[src/rtl/ps2_tx_pkg.sv]
// Shared definitions for the PS/2 host-to-device transmitter.
package ps2_tx_pkg;

    // Transmit FSM states.
    typedef enum logic [2:0] {
        StIdle,
        StInhibit,
        StRts,
        StData,
        StAck,
        StWaitIdle
    } state_e;

    // Shifted frame: {stop, parity, d[7:0]}; the start bit is driven on entry to RTS.
    localparam int unsigned FRAME_BITS = 10;

endpackage

[src/rtl/ps2_tx_if.sv]
// Command handshake between the host logic and the PS/2 transmitter.
interface ps2_tx_if;

    logic       tx;
    logic [7:0] d;
    logic       busy;
    logic       done;
    logic       err;

    modport master (output tx, d, input busy, done, err);
    modport slave  (input tx, d, output busy, done, err);

endinterface

[src/rtl/ps2_filter.sv]
// PS/2 pin conditioning: 2-FF synchronisers, ck debounce and ck falling-edge pulse.
module ps2_filter #(
    parameter int unsigned FILTER = 8
) (
    input  logic i_clock,
    input  logic i_reset,
    input  logic i_ce,
    input  logic i_ck,
    input  logic i_dq,
    output logic o_ck,
    output logic o_ck_fall,
    output logic o_dq
);

    localparam int unsigned CW = $clog2(FILTER + 1);

    logic [1:0]    r_ck_sync;
    logic [1:0]    r_dq_sync;
    logic          r_ck_filt;
    logic          r_ck_fall;
    logic [CW-1:0] r_cnt;

    // Synchronise both asynchronous pin levels; idle lines are high.
    always_ff @(posedge i_clock or negedge i_reset) begin
        if (!i_reset) begin
            r_ck_sync <= 2'b11;
            r_dq_sync <= 2'b11;
        end else begin
            r_ck_sync <= {r_ck_sync[0], i_ck};
            r_dq_sync <= {r_dq_sync[0], i_dq};
        end
    end

    // Accept a ck level change after FILTER consecutive differing ce samples.
    always_ff @(posedge i_clock or negedge i_reset) begin
        if (!i_reset) begin
            r_ck_filt <= 1'b1;
            r_ck_fall <= 1'b0;
            r_cnt     <= '0;
        end else if (i_ce) begin
            r_ck_fall <= 1'b0;
            if (r_ck_sync[1] == r_ck_filt) begin
                r_cnt <= '0;
            end else if (r_cnt == CW'(FILTER - 1)) begin
                r_ck_filt <= r_ck_sync[1];
                r_cnt     <= '0;
                // Flipping away from 1 means a falling edge; held for exactly one ce period.
                r_ck_fall <= r_ck_filt;
            end else begin
                r_cnt <= r_cnt + 1'b1;
            end
        end
    end

    assign o_ck      = r_ck_filt;
    assign o_ck_fall = r_ck_fall;
    assign o_dq      = r_dq_sync[1];

endmodule

[src/rtl/ps2_tx.sv]
// PS/2 host-to-device transmitter: inhibit, request-to-send, 10-bit frame, ack check.
module ps2_tx
    import ps2_tx_pkg::*;
#(
    parameter int unsigned INHIBIT = 700,
    parameter int unsigned TIMEOUT = 105000,
    parameter int unsigned FILTER  = 8
) (
    input  logic    i_clock,
    input  logic    i_reset,
    input  logic    i_ce,
    ps2_tx_if.slave bus,
    input  logic    i_ps2_ck,
    input  logic    i_ps2_dq,
    output logic    o_ps2_ck_oe,
    output logic    o_ps2_dq_oe
);

    localparam int unsigned TW = $clog2(TIMEOUT + 1);
    localparam int unsigned IW = $clog2(INHIBIT + 1);

    state_e                r_state, w_state_d;
    logic [FRAME_BITS-1:0] r_frame, w_frame_d;
    logic [3:0]            r_idx, w_idx_d;
    logic [IW-1:0]         r_inh, w_inh_d;
    logic [TW-1:0]         r_to, w_to_d;
    logic                  r_busy, w_busy_d;
    logic                  r_done, w_done_d;
    logic                  r_err, w_err_d;
    logic                  r_ck_oe, w_ck_oe_d;
    logic                  r_dq_oe, w_dq_oe_d;
    logic                  w_abort;
    logic                  w_ck;
    logic                  w_ck_fall;
    logic                  w_dq;

    ps2_filter #(
        .FILTER (FILTER)
    ) u_filter (
        .i_clock   (i_clock),
        .i_reset   (i_reset),
        .i_ce      (i_ce),
        .i_ck      (i_ps2_ck),
        .i_dq      (i_ps2_dq),
        .o_ck      (w_ck),
        .o_ck_fall (w_ck_fall),
        .o_dq      (w_dq)
    );

    // State and registered outputs; reset releases both lines without a clock edge.
    always_ff @(posedge i_clock or negedge i_reset) begin
        if (!i_reset) begin
            r_state <= StIdle;
            r_frame <= '0;
            r_idx   <= '0;
            r_inh   <= '0;
            r_to    <= '0;
            r_busy  <= 1'b0;
            r_done  <= 1'b0;
            r_err   <= 1'b0;
            r_ck_oe <= 1'b0;
            r_dq_oe <= 1'b0;
        end else begin
            r_state <= w_state_d;
            r_frame <= w_frame_d;
            r_idx   <= w_idx_d;
            r_inh   <= w_inh_d;
            r_to    <= w_to_d;
            r_busy  <= w_busy_d;
            r_done  <= w_done_d;
            r_err   <= w_err_d;
            r_ck_oe <= w_ck_oe_d;
            r_dq_oe <= w_dq_oe_d;
        end
    end

    // Next-state logic; everything advances only on ce.
    always_comb begin
        w_state_d = r_state;
        w_frame_d = r_frame;
        w_idx_d   = r_idx;
        w_inh_d   = r_inh;
        w_to_d    = r_to;
        w_busy_d  = r_busy;
        w_done_d  = r_done;
        w_err_d   = r_err;
        w_ck_oe_d = r_ck_oe;
        w_dq_oe_d = r_dq_oe;
        w_abort   = 1'b0;
        if (i_ce) begin
            w_done_d = 1'b0;
            w_err_d  = 1'b0;
            if (r_state inside {StRts, StData, StAck, StWaitIdle}) begin
                if (r_to <= TW'(1)) begin
                    w_abort = 1'b1;
                end else begin
                    w_to_d = r_to - TW'(1);
                end
            end
            case (r_state)
                StIdle: begin
                    // A strobe coinciding with a done/err pulse is dropped.
                    if (bus.tx && !r_done && !r_err) begin
                        w_frame_d = {1'b1, ~^bus.d, bus.d};
                        w_busy_d  = 1'b1;
                        w_inh_d   = IW'(INHIBIT);
                        w_ck_oe_d = 1'b1;
                        w_dq_oe_d = 1'b0;
                        w_state_d = StInhibit;
                    end
                end
                StInhibit: begin
                    if (r_inh <= IW'(1)) begin
                        w_ck_oe_d = 1'b0;
                        w_dq_oe_d = 1'b1;
                        w_to_d    = TW'(TIMEOUT);
                        w_state_d = StRts;
                    end else begin
                        w_inh_d = r_inh - IW'(1);
                    end
                end
                StRts: begin
                    if (w_ck_fall) begin
                        w_dq_oe_d = ~r_frame[0];
                        w_frame_d = r_frame >> 1;
                        w_idx_d   = 4'd1;
                        w_state_d = StData;
                    end
                end
                StData: begin
                    if (w_ck_fall) begin
                        w_dq_oe_d = ~r_frame[0];
                        w_frame_d = r_frame >> 1;
                        w_idx_d   = r_idx + 4'd1;
                        if (r_idx == 4'(FRAME_BITS - 1)) begin
                            w_state_d = StAck;
                        end
                    end
                end
                StAck: begin
                    if (w_ck_fall) begin
                        if (!w_dq) begin
                            w_state_d = StWaitIdle;
                        end else begin
                            w_abort = 1'b1;
                        end
                    end
                end
                StWaitIdle: begin
                    if (w_ck && w_dq) begin
                        w_done_d  = 1'b1;
                        w_busy_d  = 1'b0;
                        w_state_d = StIdle;
                    end
                end
                default: begin
                    w_state_d = StIdle;
                end
            endcase
            // Abort overrides any completion on the same tick so done and err stay exclusive.
            if (w_abort) begin
                w_ck_oe_d = 1'b0;
                w_dq_oe_d = 1'b0;
                w_busy_d  = 1'b0;
                w_done_d  = 1'b0;
                w_err_d   = 1'b1;
                w_state_d = StIdle;
            end
        end
    end

    assign bus.busy    = r_busy;
    assign bus.done    = r_done;
    assign bus.err     = r_err;
    assign o_ps2_ck_oe = r_ck_oe;
    assign o_ps2_dq_oe = r_dq_oe;

endmodule
[src/flat_wrapper.sv]
// flat-port wrapper written by rule: the top's interface ports become plain ports
module ps2_tx_flat import ps2_tx_pkg::*;
#(
    parameter int unsigned INHIBIT = 700,
    parameter int unsigned TIMEOUT = 105000,
    parameter int unsigned FILTER  = 8
)
  (i_clock, i_reset, i_ce, i_ps2_ck, i_ps2_dq, o_ps2_ck_oe, o_ps2_dq_oe, bus_tx, bus_d, bus_busy, bus_done, bus_err);
  ps2_tx_if bus_i ();
  input  logic i_clock;
  input  logic i_reset;
  input  logic i_ce;
  input  logic i_ps2_ck;
  input  logic i_ps2_dq;
  output logic o_ps2_ck_oe;
  output logic o_ps2_dq_oe;
  input wire logic [$bits(bus_i.tx)-1:0] bus_tx;
  input wire logic [$bits(bus_i.d)-1:0] bus_d;
  output wire logic [$bits(bus_i.busy)-1:0] bus_busy;
  output wire logic [$bits(bus_i.done)-1:0] bus_done;
  output wire logic [$bits(bus_i.err)-1:0] bus_err;
  assign bus_i.tx = bus_tx;
  assign bus_i.d = bus_d;
  assign bus_busy = bus_i.busy;
  assign bus_done = bus_i.done;
  assign bus_err = bus_i.err;
  ps2_tx #(.INHIBIT(INHIBIT), .TIMEOUT(TIMEOUT), .FILTER(FILTER)) u_core (.i_clock(i_clock), .i_reset(i_reset), .i_ce(i_ce), .bus(bus_i), .i_ps2_ck(i_ps2_ck), .i_ps2_dq(i_ps2_dq), .o_ps2_ck_oe(o_ps2_ck_oe), .o_ps2_dq_oe(o_ps2_dq_oe));
endmodule
[config.mk]
export PLATFORM = sky130hd
export DESIGN_NAME = ps2_tx_flat
export DESIGN_NICKNAME = d
export VERILOG_FILES = /design/src/rtl/ps2_tx_pkg.sv /design/src/rtl/ps2_tx_if.sv /design/src/rtl/ps2_filter.sv /design/src/rtl/ps2_tx.sv /design/src/flat_wrapper.sv
export SDC_FILE = /design/constraint.sdc
export NUM_CORES = 1
export LEC_CHECK = 0
export ABC_CLOCK_PERIOD_IN_PS = 2600
export CAP_MARGIN = 20
export CORE_AREA = 2 2 82 84
export DETAILED_ROUTE_END_ITERATION = 7
export DIE_AREA = 0 0 84 86
export PLACE_DENSITY = 0.71
export REMOVE_ABC_BUFFERS = 1
export SETUP_SLACK_MARGIN = 0.02
export SLEW_MARGIN = 20
export SYNTH_ARGS = -nofsm -noshare
export SYNTH_HDL_FRONTEND = slang
export SYNTH_HIERARCHICAL = 1
export SYNTH_SLANG_ARGS = --single-unit
[constraint.sdc]
create_clock -name i_clock -period 2.6 [get_ports i_clock]
set_clock_uncertainty 0.05 [all_clocks]
set_input_delay 0.26 -clock i_clock [delete_from_list [all_inputs] [get_ports i_clock]]
set_output_delay 0.26 -clock i_clock [all_outputs]
set_load 0.02 [all_outputs]
==> results of run 1 <==
-- how the worst max path moves through the flow --
stage                                           start                             end  slack (ns)
after detailed placement                         i_ce     u_core/r_inh[6]$_DFFE_PN0P_        0.30
after global placement                           i_ce     u_core/r_inh[6]$_DFFE_PN0P_        0.32
final                     u_core/r_to[11]$_DFFE_PN0P_  u_core/o_ps2_dq_oe$_DFFE_PN0P_        0.43
after CTS                 u_core/r_to[11]$_DFFE_PN0P_  u_core/o_ps2_dq_oe$_DFFE_PN0P_        0.45
after floorplan            u_core/r_to[1]$_DFFE_PN0P_   u_core/r_state[1]$_DFFE_PN0P_        0.32
after global routing      u_core/r_to[11]$_DFFE_PN0P_  u_core/o_ps2_dq_oe$_DFFE_PN0P_        0.32
-- cells in the final DEF, fill, tap and decap left out, types with 4 or more instances in the layout --
cell,count
xor2_1,6
o211ai_1,5
nand2b_1,5
xnor2_1,20
dfrtp_1,54
nand2_1,34
clkdlybuf4s50_1,17
or2_2,4
o21ai_0,11
nand4_1,4
nor3_1,4
mux2i_1,11
a21oi_1,13
nor4_1,5
clkbuf_8,11
a2111oi_2,5
buf_4,13
or3_1,5
a211oi_1,5
dfstp_2,5
ha_1,7
nand3_1,13
nor2_1,28
inv_1,15
-- power groups by stage --
stage / logic (W) / clock network, W / registers, W
2_1_floorplan: 0.000974 / 0 / 0.00149
6_report: 0.00132 / 0.000739 / 0.00152
5_1_grt: 0.00148 / 0.000819 / 0.00156
4_1_cts: 0.00132 / 0.000768 / 0.00152
3_3_place_gp: 0.00128 / 0 / 0.00153
3_5_place_dp: 0.00131 / 0 / 0.00154
-- logic make-up after synthesis --
kind of cell,after synthesis
compound gates,75
xor+xnor,28
simple gates,129
flops,59
mux,13
fa+ha+maj,7
buf+inv,26
-- routing by layer --
layer	share of wire (%)	track usage, %	up-vias
li1	-	-	1285
met1	46	26.79	1241
met2	47	32.58	55
met3	5.2	6.930	11
met4	1.5	7.331	0
met5	0	0	-
-- critical path: stages, from the launching register on --
cell	delay, ns
dfrtp_1	0.45
nor4_4	0.41
o2111ai_1	0.31
o22ai_2	0.28
buf_4	0.19
nand2_1	0.09
a32o_1	0.26
-- stage by stage --
step           instance area (um2)  hold WS (ns)  setup slack, ns  cells  total power, W
5_1_grt                       3894        0.2682           0.3212    451        0.003862
4_1_cts                       3894        0.2642           0.4522    451        0.003610
3_3_place_gp                  3710        0.2650           0.3236    434        0.002813
6_report                      3894        0.2795           0.4340    451        0.003585
3_5_place_dp                  3710        0.2658           0.2954    434        0.002851
2_1_floorplan                 3341      -0.08559           0.3189    326        0.002465
-- registers in the layout, indices dropped and copies added, names as in the netlist, 2 cells and up --
name                       flops
u_core/u_filter/r_ck_sync      2
u_core/r_to                   17
u_core/r_inh                  10
u_core/r_frame                10
u_core/r_state                 3
u_core/u_filter/r_cnt          4
u_core/u_filter/r_dq_sync      2
u_core/r_idx                   4
-- cell type report --
type                    count  area (um2)
fillers                   534        2384
multi-input cells         252        1802
flip-flops and latches     59        1483
repair buffers             32       282.8
clock buffers              13       158.9
well taps                  77       96.34
inverters                  15       56.30
clock inverters             3       15.01
==> run_results.csv, run 1 <==
group,metric,value,unit
run_status,status,"finished clean",
global_routing,gr-total-overflow,0,
routing,drtIter0Drc,122,
finish,post-route-util,62.03,%
pwr,p_per_area,920.6,mW/mm2
logic_synthesis,async_reset_ff_share,100.0,%
routing,wl,6.818,mm
setup_path,r2r_slack,0.43,ns
floorplan,die_x,84,um
logic_synthesis,synth_xor_area_share,7.664,%
routing,drtAntennaViolNets,0,
logic_synthesis,syn_avg_cell_area,10.08,um2
clock_network,cts_made_buffers,9,
logic_synthesis,yosys.area.top_type_share,39.79,%
logic_synthesis,synth-compound-area-share,17.76,%
routing,drt_pass1_iterations,5,
logic_synthesis,ys_warn_count,6,
logic_synthesis,synth_edf_count,0,
logic_synthesis,synth_common_cells,"dfrtp_1 (54), nand2_1 (34), nor2_1 (28)",
routing,viasPerCell,5.747,
clock_network,clk_latency,0.34,ns
global_routing,grt_pass1_vias,2522,
timing,setup_viol,0,
global_routing,grt_max_degree,28,
timing,finalMaxSlewViolations,0,
logic_synthesis,yosysTopAreaCell,"dfrtp_1",
clock_network,cts_setup_buffers,0,
setup_path,critical_path.endpoint_type,"flip-flop",
timing,fin_tns_setup,0,ns
pwr,p_sw,0.001420,W
logic_synthesis,synthFlopType,"dfrtp_1",
timing,hold_viol_final,0,
routing,avgRoutedWirePerCell,15.12,um
logic_synthesis,syn_area,0.003396,mm2
timing,finalCritPeriodShare,83.31,%
clock_network,cts_tree,"yes",
finish,nets,390,
pwr,combPwrFrac,36.8,%
clock_network,cts_resized,0,
pwr,power_leakage,1.599,nW
clock_network,holdBufCountCts,1,
logic_synthesis,synth_fa_ha_area_share,2.579,%
setup_path,crit_required,2.77,ns
placed_design,gp_congestion,0.8859,
timing,fmax,461.7,MHz
clock_network,clk_pin_slew,0.07,ns
pwr,power_frac_clock,20.6,%
pwr,ir_drop,0.0004791,V
setup_path,arrival,2.34,ns
setup_path,path_max_fanout,6,
setup_path,rr_endpoint,"u_core/o_ps2_dq_oe$_DFFE_PN0P_",
routing,drc_errors,0,
logic_synthesis,synth_seq_cells,59,
finish,layout-drive-gt1-share,17.91,%
finish,syn_to_final_growth,14.66,%
logic_synthesis,synth_top_family_by_area,"simple AND/OR/NAND/NOR gates",
logic_synthesis,muxShareOfSynthArea,3.906,%
floorplan,core-area,0.006277,mm2
logic_synthesis,ys_seq_area_share,43.66,%
setup_path,crit_path_start_kind,"flip-flop",
global_routing,grt_pass1_wl,11.74,mm
min_path,worstHoldStart,"i_ps2_ck",
logic_synthesis,synth_cell_type_count,69,
timing,worst_pin_slew,0.6336,ns
run,max-cap-violations,0,
logic_synthesis,synthTopCellsByArea,"dfrtp_1 (40%), xnor2_1 (5.2%), dfstp_2 (3.9%), nand2_1 (3.8%), mux2i_1 (3.2%)",
global_routing,antenna_found_initial,0,
min_path,holdPathEnd,"u_core/u_filter/r_ck_sync[0]$_DFF_PN1_",
logic_synthesis,synth_cells,337,
setup_path,r2r_cells,6,
clock_network,clock-sinks,59,
finish,antenna_cells,0,
floorplan,num_rows,29,
placed_design,hpwl,4.961,mm
floorplan,initial_core_util,54.10,%
min_path,hold_path_depth,1,
timing,period_needed,2.166,ns
pwr,sw_frac_of_total,39.61,%
clock_network,root_buffer,"clkbuf_8",
floorplan,die-area,0.007224,mm2
pwr,p_int,0.002165,W
setup_path,crit_type,"flip-flop to flip-flop",
setup_path,timing.rr.start,"u_core/r_to[11]$_DFFE_PN0P_",
routing,vias,2592,
timing,max_slew_margin,57.76,%
placed_design,io_buffers,18,
pwr,pwr-share-seq,42.5,%
timing,rsz0062_at_grt,"false",
logic_synthesis,synth_most_common_cell,"dfrtp_1",
floorplan,pin_count,19,
logic_synthesis,synth-simple-area-share,21.15,%
clock_network,clockBufferDepth,2,
floorplan,die_y,86,um
clock_network,h-tree-depth,3,
min_path,hold_class,"input port to flip-flop",
global_routing,grtUsageTotal,20.66,%
Note: power is estimated with default switching activity, not from simulation.
==> run 2: changes to the inputs <==
--- a/config.mk
+++ b/config.mk
@@ -5,12 +5,12 @@
 export SDC_FILE = /design/constraint.sdc
 export NUM_CORES = 1
 export LEC_CHECK = 0
-export ABC_CLOCK_PERIOD_IN_PS = 2600
+export ABC_CLOCK_PERIOD_IN_PS = 1800
 export CAP_MARGIN = 20
-export CORE_AREA = 2 2 82 84
+export CORE_AREA = 2 2 83 85
 export DETAILED_ROUTE_END_ITERATION = 7
-export DIE_AREA = 0 0 84 86
-export PLACE_DENSITY = 0.71
+export DIE_AREA = 0 0 85 87
+export PLACE_DENSITY = 0.72
 export REMOVE_ABC_BUFFERS = 1
 export SETUP_SLACK_MARGIN = 0.02
 export SLEW_MARGIN = 20
==> constraint.sdc (replaced) <==
create_clock -name i_clock -period 1.8 [get_ports i_clock]
set_clock_uncertainty 0.05 [all_clocks]
set_input_delay 0.18 -clock i_clock [delete_from_list [all_inputs] [get_ports i_clock]]
set_output_delay 0.18 -clock i_clock [all_outputs]
set_load 0.02 [all_outputs]
==> run 2 against run 1 <==
  * The run now ends with setup timing left
  * Maximum frequency is 13% higher
  * Clock-buffer cell count is 1 lower
  * Flip-flop and latch count stayed put
  * Combinational power grew to 2.9 times the previous value
  * Critical endpoint is now u_core/r_state[1]$_DFFE_PN0P_
  * Largest cell class unchanged
  * Highest routed layer unchanged
==> run_results.csv, run 2 (synthesis gave the netlist of run 1 again) <==
group,metric,value,unit
run_status,status,"finished, violations left",
run_status,violations,"setup timing",
clock_network,h-tree-depth,3,
pwr,combPwrFrac,52.2,%
pwr,p_sw,0.002849,W
run,max-cap-violations,0,
finish,regMostFlops,"u_core/r_to",
finish,fin_cells,527,
routing,drtAntennaViolNets,0,
global_routing,grt_max_degree,60,
routing,vias,3043,
floorplan,die_x,85,um
finish,largest_reg_flops,17,
clock_network,root_buffer,"clkbuf_8",
routing,drc_errors,0,
routing,viasPerCell,5.774,
setup_path,crit_type,"flip-flop to flip-flop",
finish,layout-drive-gt1-share,44.30,%
clock_network,clk_latency,0.34,ns
routing,drtIter0Drc,137,
setup_path,r2r_slack,-0.13,ns
finish,nets,463,
timing,fmax,519.5,MHz
min_path,hold_class,"input port to flip-flop",
timing,period_needed,1.925,ns
timing,rsz0062_at_grt,"true",
global_routing,grt_pass1_wl,14.35,mm
floorplan,initial_core_util,51.70,%
finish,final_cell_mix,"buf_4 (69), dfrtp_1 (52), nand2_1 (29)",
placed_design,dpl.cell_count,492,
clock_network,clock-sinks,59,
setup_path,critical_path.endpoint_type,"flip-flop",
timing,fin_tns_setup,-0.9615,ns
pwr,p_int,0.004430,W
pwr,sw_frac_of_total,39.14,%
pwr,power_leakage,2.051,nW
timing,hold_viol_final,0,
placed_design,gp_congestion,0.8934,
finish,top_regs,"u_core/r_to (17), u_core/r_frame (10), u_core/r_inh (10)",
setup_path,arrival,2.10,ns
routing,wl,9.131,mm
pwr,finalPower,0.007280,W
clock_network,clk_pin_slew,0.07,ns
finish,syn_to_final_growth,48.34,%
setup_path,crit_required,1.97,ns
floorplan,die_y,87,um
clock_network,clockBufferDepth,2,
finish,stdcell_area,0.005037,mm2
placed_design,io_buffers,18,
timing,worst_pin_slew,0.4201,ns
global_routing,grt_pass1_vias,3085,
pwr,pwr-share-seq,28.7,%
global_routing,antenna_found_initial,0,
floorplan,die-area,0.007395,mm2
routing,avgRoutedWirePerCell,17.33,um
clock_network,cts_made_buffers,9,
floorplan,num_rows,30,
global_routing,grtUsageTotal,24.64,%
timing,max_slew_margin,71.89,%
finish,final_common_cell,"buf_4",
floorplan,core-area,0.006569,mm2
setup_path,crit_path_start_kind,"flip-flop",
placed_design,dpl_cell_area,0.004164,mm2
timing,setup_slack,-0.1250,ns
setup_path,path_max_fanout,4,
timing,setup_viol,19,
timing,finalCritPeriodShare,106.9,%
pwr,ir_drop,0.001050,V
global_routing,gr-total-overflow,0,
clock_network,cts_tree,"yes",
finish,antenna_cells,0,
pwr,p_per_area,1445,mW/mm2
routing,drt_pass1_iterations,4,
placed_design,hpwl,5.414,mm
floorplan,pin_count,19,
pwr,power_frac_clock,19.1,%
timing,finalMaxSlewViolations,0,
==> run 2: cell types whose count changed in the layout (fill, tap and decap cells not counted), moves of 5 or more <==
| cell | before | now |
|---|---|---|
| a2111oi_2 | 5 | 0 |
| a2111oi_4 | 0 | 5 |
| a211oi_1 | 5 | 0 |
| buf_4 | 13 | 69 |
| buf_6 | 0 | 13 |
| nand2_1 | 34 | 29 |
| nor2_1 | 28 | 20 |
| nor2_2 | 2 | 9 |
==> run 2: path summary, 6_finish.rpt <==
path	depth (start not counted)	end	from
min in group asynchronous	3	u_core/r_to[11]$_DFFE_PN0P_	i_reset
max in group asynchronous	3	u_core/u_filter/r_dq_sync[0]$_DFF_PN1_	i_reset
max reg2reg	5	u_core/r_state[1]$_DFFE_PN0P_	u_core/r_inh[4]$_DFFE_PN0P_
min reg2reg	0	u_core/u_filter/r_dq_sync[1]$_DFF_PN1_	u_core/u_filter/r_dq_sync[0]$_DFF_PN1_
min	1	u_core/u_filter/r_ck_sync[0]$_DFF_PN1_	i_ps2_ck
max	5	u_core/r_state[1]$_DFFE_PN0P_	u_core/r_inh[4]$_DFFE_PN0P_
==> run 2: per-layer routing <==
metal	GRT usage (%)	wire, um	up-vias
met3	3.981	332	26
met2	42.47	4727	90
li1	-	-	1424
met4	11.40	313	0
met5	0	0	-
met1	30.35	3758	1503
==> run 2: critical path, cell delays in order, from the launching register on <==
cell	delay, ns
dfrtp_1	0.41
nor4_4	0.43
o2111ai_4	0.21
a211oi_4	0.36
o221ai_2	0.12
a32o_1	0.21
==> run 2: power by group through the flow <==
stage / clock (W) / combinational (W) / sequential, W
after global placement: 0 / 0.00270 / 0.00203
after floorplan: 0 / 0.00141 / 0.00215
final: 0.00139 / 0.00380 / 0.00209
after global routing: 0.00147 / 0.00408 / 0.00213
after CTS: 0.00142 / 0.00318 / 0.00204
after detailed placement: 0 / 0.00278 / 0.00205
==> run 2: cell type report <==
class                           count  area [um2]
Tap cell                           80       100.1
Clock buffer                       12       155.1
Multi-Input combinational cell    252        2241
Clock inverter                      4       72.57
Inverter                           15       58.81
Sequential cell                    59        1485
Fill cell                         416        1531
Timing Repair Buffer              105       924.6
==> run 2: what timing repair did <==
item | in CTS | in global routing
pin swaps | 28 | 32
resized for setup | 50 | 54
hold buffers | 1 | 0
buffers inserted | 9 | 9
endpoints found under the hold margin | 54 | 0
endpoints found under the setup margin | 32 | 43
==> run 2: per-stage QoR <==
step / hold WS (ns) / util (%) / setup WS (ns)
2_1_floorplan: -0.1656 / - / -0.4811
3_3_place_gp: 0.1602 / 63.39 / -0.1735
3_5_place_dp: 0.1589 / 63.39 / -0.2149
4_1_cts: 0.1846 / 71.89 / -0.09998
5_1_grt: 0.1855 / 76.69 / -0.1736
6_report: 0.1955 / 76.69 / -0.1250
==> run 3: changes to the inputs <==
--- a/config.mk
+++ b/config.mk
@@ -5,12 +5,12 @@
 export SDC_FILE = /design/constraint.sdc
 export NUM_CORES = 1
 export LEC_CHECK = 0
-export ABC_CLOCK_PERIOD_IN_PS = 1800
+export ABC_CLOCK_PERIOD_IN_PS = 1920
 export CAP_MARGIN = 20
-export CORE_AREA = 2 2 83 85
+export CORE_AREA = 2 2 115 61
 export DETAILED_ROUTE_END_ITERATION = 7
-export DIE_AREA = 0 0 85 87
-export PLACE_DENSITY = 0.72
+export DIE_AREA = 0 0 117 63
+export PLACE_DENSITY = 0.71
 export REMOVE_ABC_BUFFERS = 1
 export SETUP_SLACK_MARGIN = 0.02
 export SLEW_MARGIN = 20
==> constraint.sdc (replaced) <==
create_clock -name i_clock -period 1.92 [get_ports i_clock]
set_clock_uncertainty 0.05 [all_clocks]
set_input_delay 0.192 -clock i_clock [delete_from_list [all_inputs] [get_ports i_clock]]
set_output_delay 0.192 -clock i_clock [all_outputs]
set_load 0.02 [all_outputs]
==> run 3 against run 2 <==
  * Routed wire length decreased by 5.9%
  * Core utilization decreased by 3.7 points
  * Sequential power decreased by 6%
  * Final area decreased by 6.7%
  * The flow still finishes with violations (setup timing)
  * Critical endpoint is now u_core/o_ps2_dq_oe$_DFFE_PN0P_
  * Total power decreased by 15%
  * Non-clock buffer count decreased by 16
  * Largest cell class unchanged
  * First-iteration DRC count increased by 140%
  * Die area decreased by 0.32%
  * Clock-buffer cell count unchanged
  * Sequential share of layout area increased by 2.1 points
==> run_results.csv, run 3 (synthesis gave the netlist of run 1 again) <==
group,metric,value,unit
global_routing,gr-total-overflow,0,
setup_path,crit_type,"flip-flop to flip-flop",
run,max-cap-violations,0,
timing,finalCritPeriodShare,104.0,%
floorplan,core-area,0.006437,mm2
routing,viasPerCell,5.721,
pwr,pwr-share-seq,31.6,%
global_routing,antenna_found_initial,0,
timing,finalMaxSlewViolations,0,
floorplan,num_rows,21,
setup_path,path_max_fanout,3,
setup_path,crit_path_start,"u_core/r_inh[4]$_DFFE_PN0P_",
finish,syn_to_final_growth,38.39,%
finish,stdcell_area,0.004700,mm2
setup_path,arrival,2.16,ns
floorplan,die-area,0.007371,mm2
placed_design,io_buffers,18,
floorplan,pin_count,19,
routing,drtIter0Drc,323,
pwr,p_sw,0.002356,W
placed_design,dp_slack,-0.1442,ns
setup_path,critical_path.endpoint_type,"flip-flop",
clock_network,root_buffer,"clkbuf_16",
min_path,holdPathEnd,"u_core/u_filter/r_dq_sync[0]$_DFF_PN1_",
clock_network,cts_made_buffers,9,
setup_path,r2r_slack,-0.08,ns
min_path,hold_class,"input port to flip-flop",
finish,nets,448,
pwr,p_int,0.003843,W
setup_path,path_cells,"nor4_4, o2111ai_4, buf_4, a221o_1, a32o_1",
pwr,p_per_area,1319,mW/mm2
run_status,violations,"setup timing",
setup_path,crit_required,2.08,ns
global_routing,grt_pass1_vias,2826,
clock_network,cts_tree,"yes",
routing,drc_errors,0,
clock_network,h-tree-depth,3,
global_routing,grt_pass1_wl,13.78,mm
global_routing,grt_max_degree,60,
floorplan,die_y,63,um
pwr,power_frac_clock,22.9,%
timing,setup_slack,-0.07653,ns
timing,worst_pin_slew,0.3498,ns
pwr,sw_frac_of_total,38.01,%
placed_design,hpwl,5.861,mm
run_status,status,"finished, violations left",
finish,top_regs,"u_core/r_to (17), u_core/r_frame (10), u_core/r_inh (10)",
routing,wl,8.592,mm
setup_path,crit_slowest_cell,"dfrtp_1",
clock_network,clk_pin_slew,0.05,ns
min_path,worstHoldStart,"i_ps2_dq",
routing,drt_pass1_iterations,6,
timing,period_needed,1.997,ns
min_path,hold_path_depth,1,
clock_network,clock-sinks,59,
setup_path,timing.rr.start,"u_core/r_inh[4]$_DFFE_PN0P_",
setup_path,max_stage_delay,0.41,ns
timing,setup_viol,6,
setup_path,r2r_cells,5,
floorplan,initial_core_util,52.75,%
global_routing,grtUsageTotal,24.72,%
pwr,combPwrFrac,45.6,%
setup_path,rr_endpoint,"u_core/o_ps2_dq_oe$_DFFE_PN0P_",
placed_design,dpl_cell_area,0.004114,mm2
pwr,ir_drop,0.0006939,V
finish,largest_reg_flops,17,
clock_network,clk_latency,0.33,ns
finish,layout-drive-gt1-share,34.57,%
finish,post-route-util,73.00,%
timing,max_slew_margin,76.51,%
timing,rsz0062_at_grt,"true",
setup_path,crit_path_start_kind,"flip-flop",
routing,drtAntennaViolNets,0,
finish,final_common_cell,"buf_4",
routing,avgRoutedWirePerCell,16.43,um
pwr,power_leakage,1.954,nW
timing,hold_viol_final,0,
finish,antenna_cells,0,
routing,vias,2992,
finish,final_cell_mix,"buf_4 (63), dfrtp_1 (53), nand2_1 (32)",
clock_network,clockBufferDepth,2,
placed_design,gp_congestion,0.9149,
floorplan,die_x,117,um
finish,regMostFlops,"u_core/r_to",
timing,fmax,500.9,MHz
-- run 3: through the flow --
stage / instances / total power (W) / hold slack [ns] / TNS [ns]
after floorplan: 326 / 0.003338 / -0.1536 / -1.048
after global placement: 497 / 0.004332 / 0.1788 / -1.355
after detailed placement: 497 / 0.004411 / 0.1755 / -1.586
after CTS: 516 / 0.005922 / 0.2067 / -0.02822
after global routing: 523 / 0.006588 / 0.2172 / -1.460
final: 523 / 0.006200 / 0.2119 / -0.2468
-- run 3: how the worst max path moves through the flow --
stage	cells past startpoint	end	slack [ns]
floorplan	6	u_core/r_state[1]$_DFFE_PN0P_	-0.36
global route	5	u_core/r_state[1]$_DFFE_PN0P_	-0.12
detailed placement	8	u_core/r_state[1]$_DFFE_PN0P_	-0.14
finish	5	u_core/o_ps2_dq_oe$_DFFE_PN0P_	-0.08
global placement	6	u_core/r_idx[3]$_DFFE_PN0P_	-0.16
CTS	6	u_core/o_ps2_dq_oe$_DFFE_PN0P_	-0.02
-- run 3: power by group through the flow --
stage	registers (W)	logic [W]	clock network, W
finish	0.00196	0.00282	0.00142
floorplan	0.00202	0.00132	0
detailed placement	0.00194	0.00247	0
global route	0.00200	0.00306	0.00152
CTS	0.00193	0.00254	0.00145
global placement	0.00194	0.00239	0
-- run 3: repair_timing --
action,4_1_cts,5_1_grt
endpoints found under the setup margin,9,34
pin swaps,4,9
hold buffers,1,0
cloned,0,1
setup buffers,3,7
gates resized for setup,8,38
endpoints found under the hold margin,54,0
-- run 3: metal layers --
metal | wire (um) | vias up | part of all wire, % | GRT usage, %
met2 | 3559 | 106 | 41 | 33.53
met4 | 84 | 0 | 0.98 | 7.941
met5 | 0 | - | 0 | 0
met1 | 4290 | 1471 | 50 | 36.58
li1 | - | 1403 | - | -
met3 | 658 | 12 | 7.7 | 8.632
-- run 3: layout make-up --
type                            count  area [um2]
Multi-Input combinational cell    253        2028
Fill cell                         452        1738
Sequential cell                    59        1484
Timing Repair Buffer               89       754.5
Clock buffer                       12       246.5
Tap cell                           92       115.1
Inverter                           15       56.30
Clock inverter                      3       15.01
-- run 3: critical path, delay by kind of cell, from the launching register on --
| family | cells | cell delay [ns] |
|---|---|---|
| and+or+nand+nor | 1 | 0.41 |
| buffers and inverters | 1 | 0.19 |
| DFF | 1 | 0.41 |
| AOI/OAI and AO/OA | 3 | 0.83 |
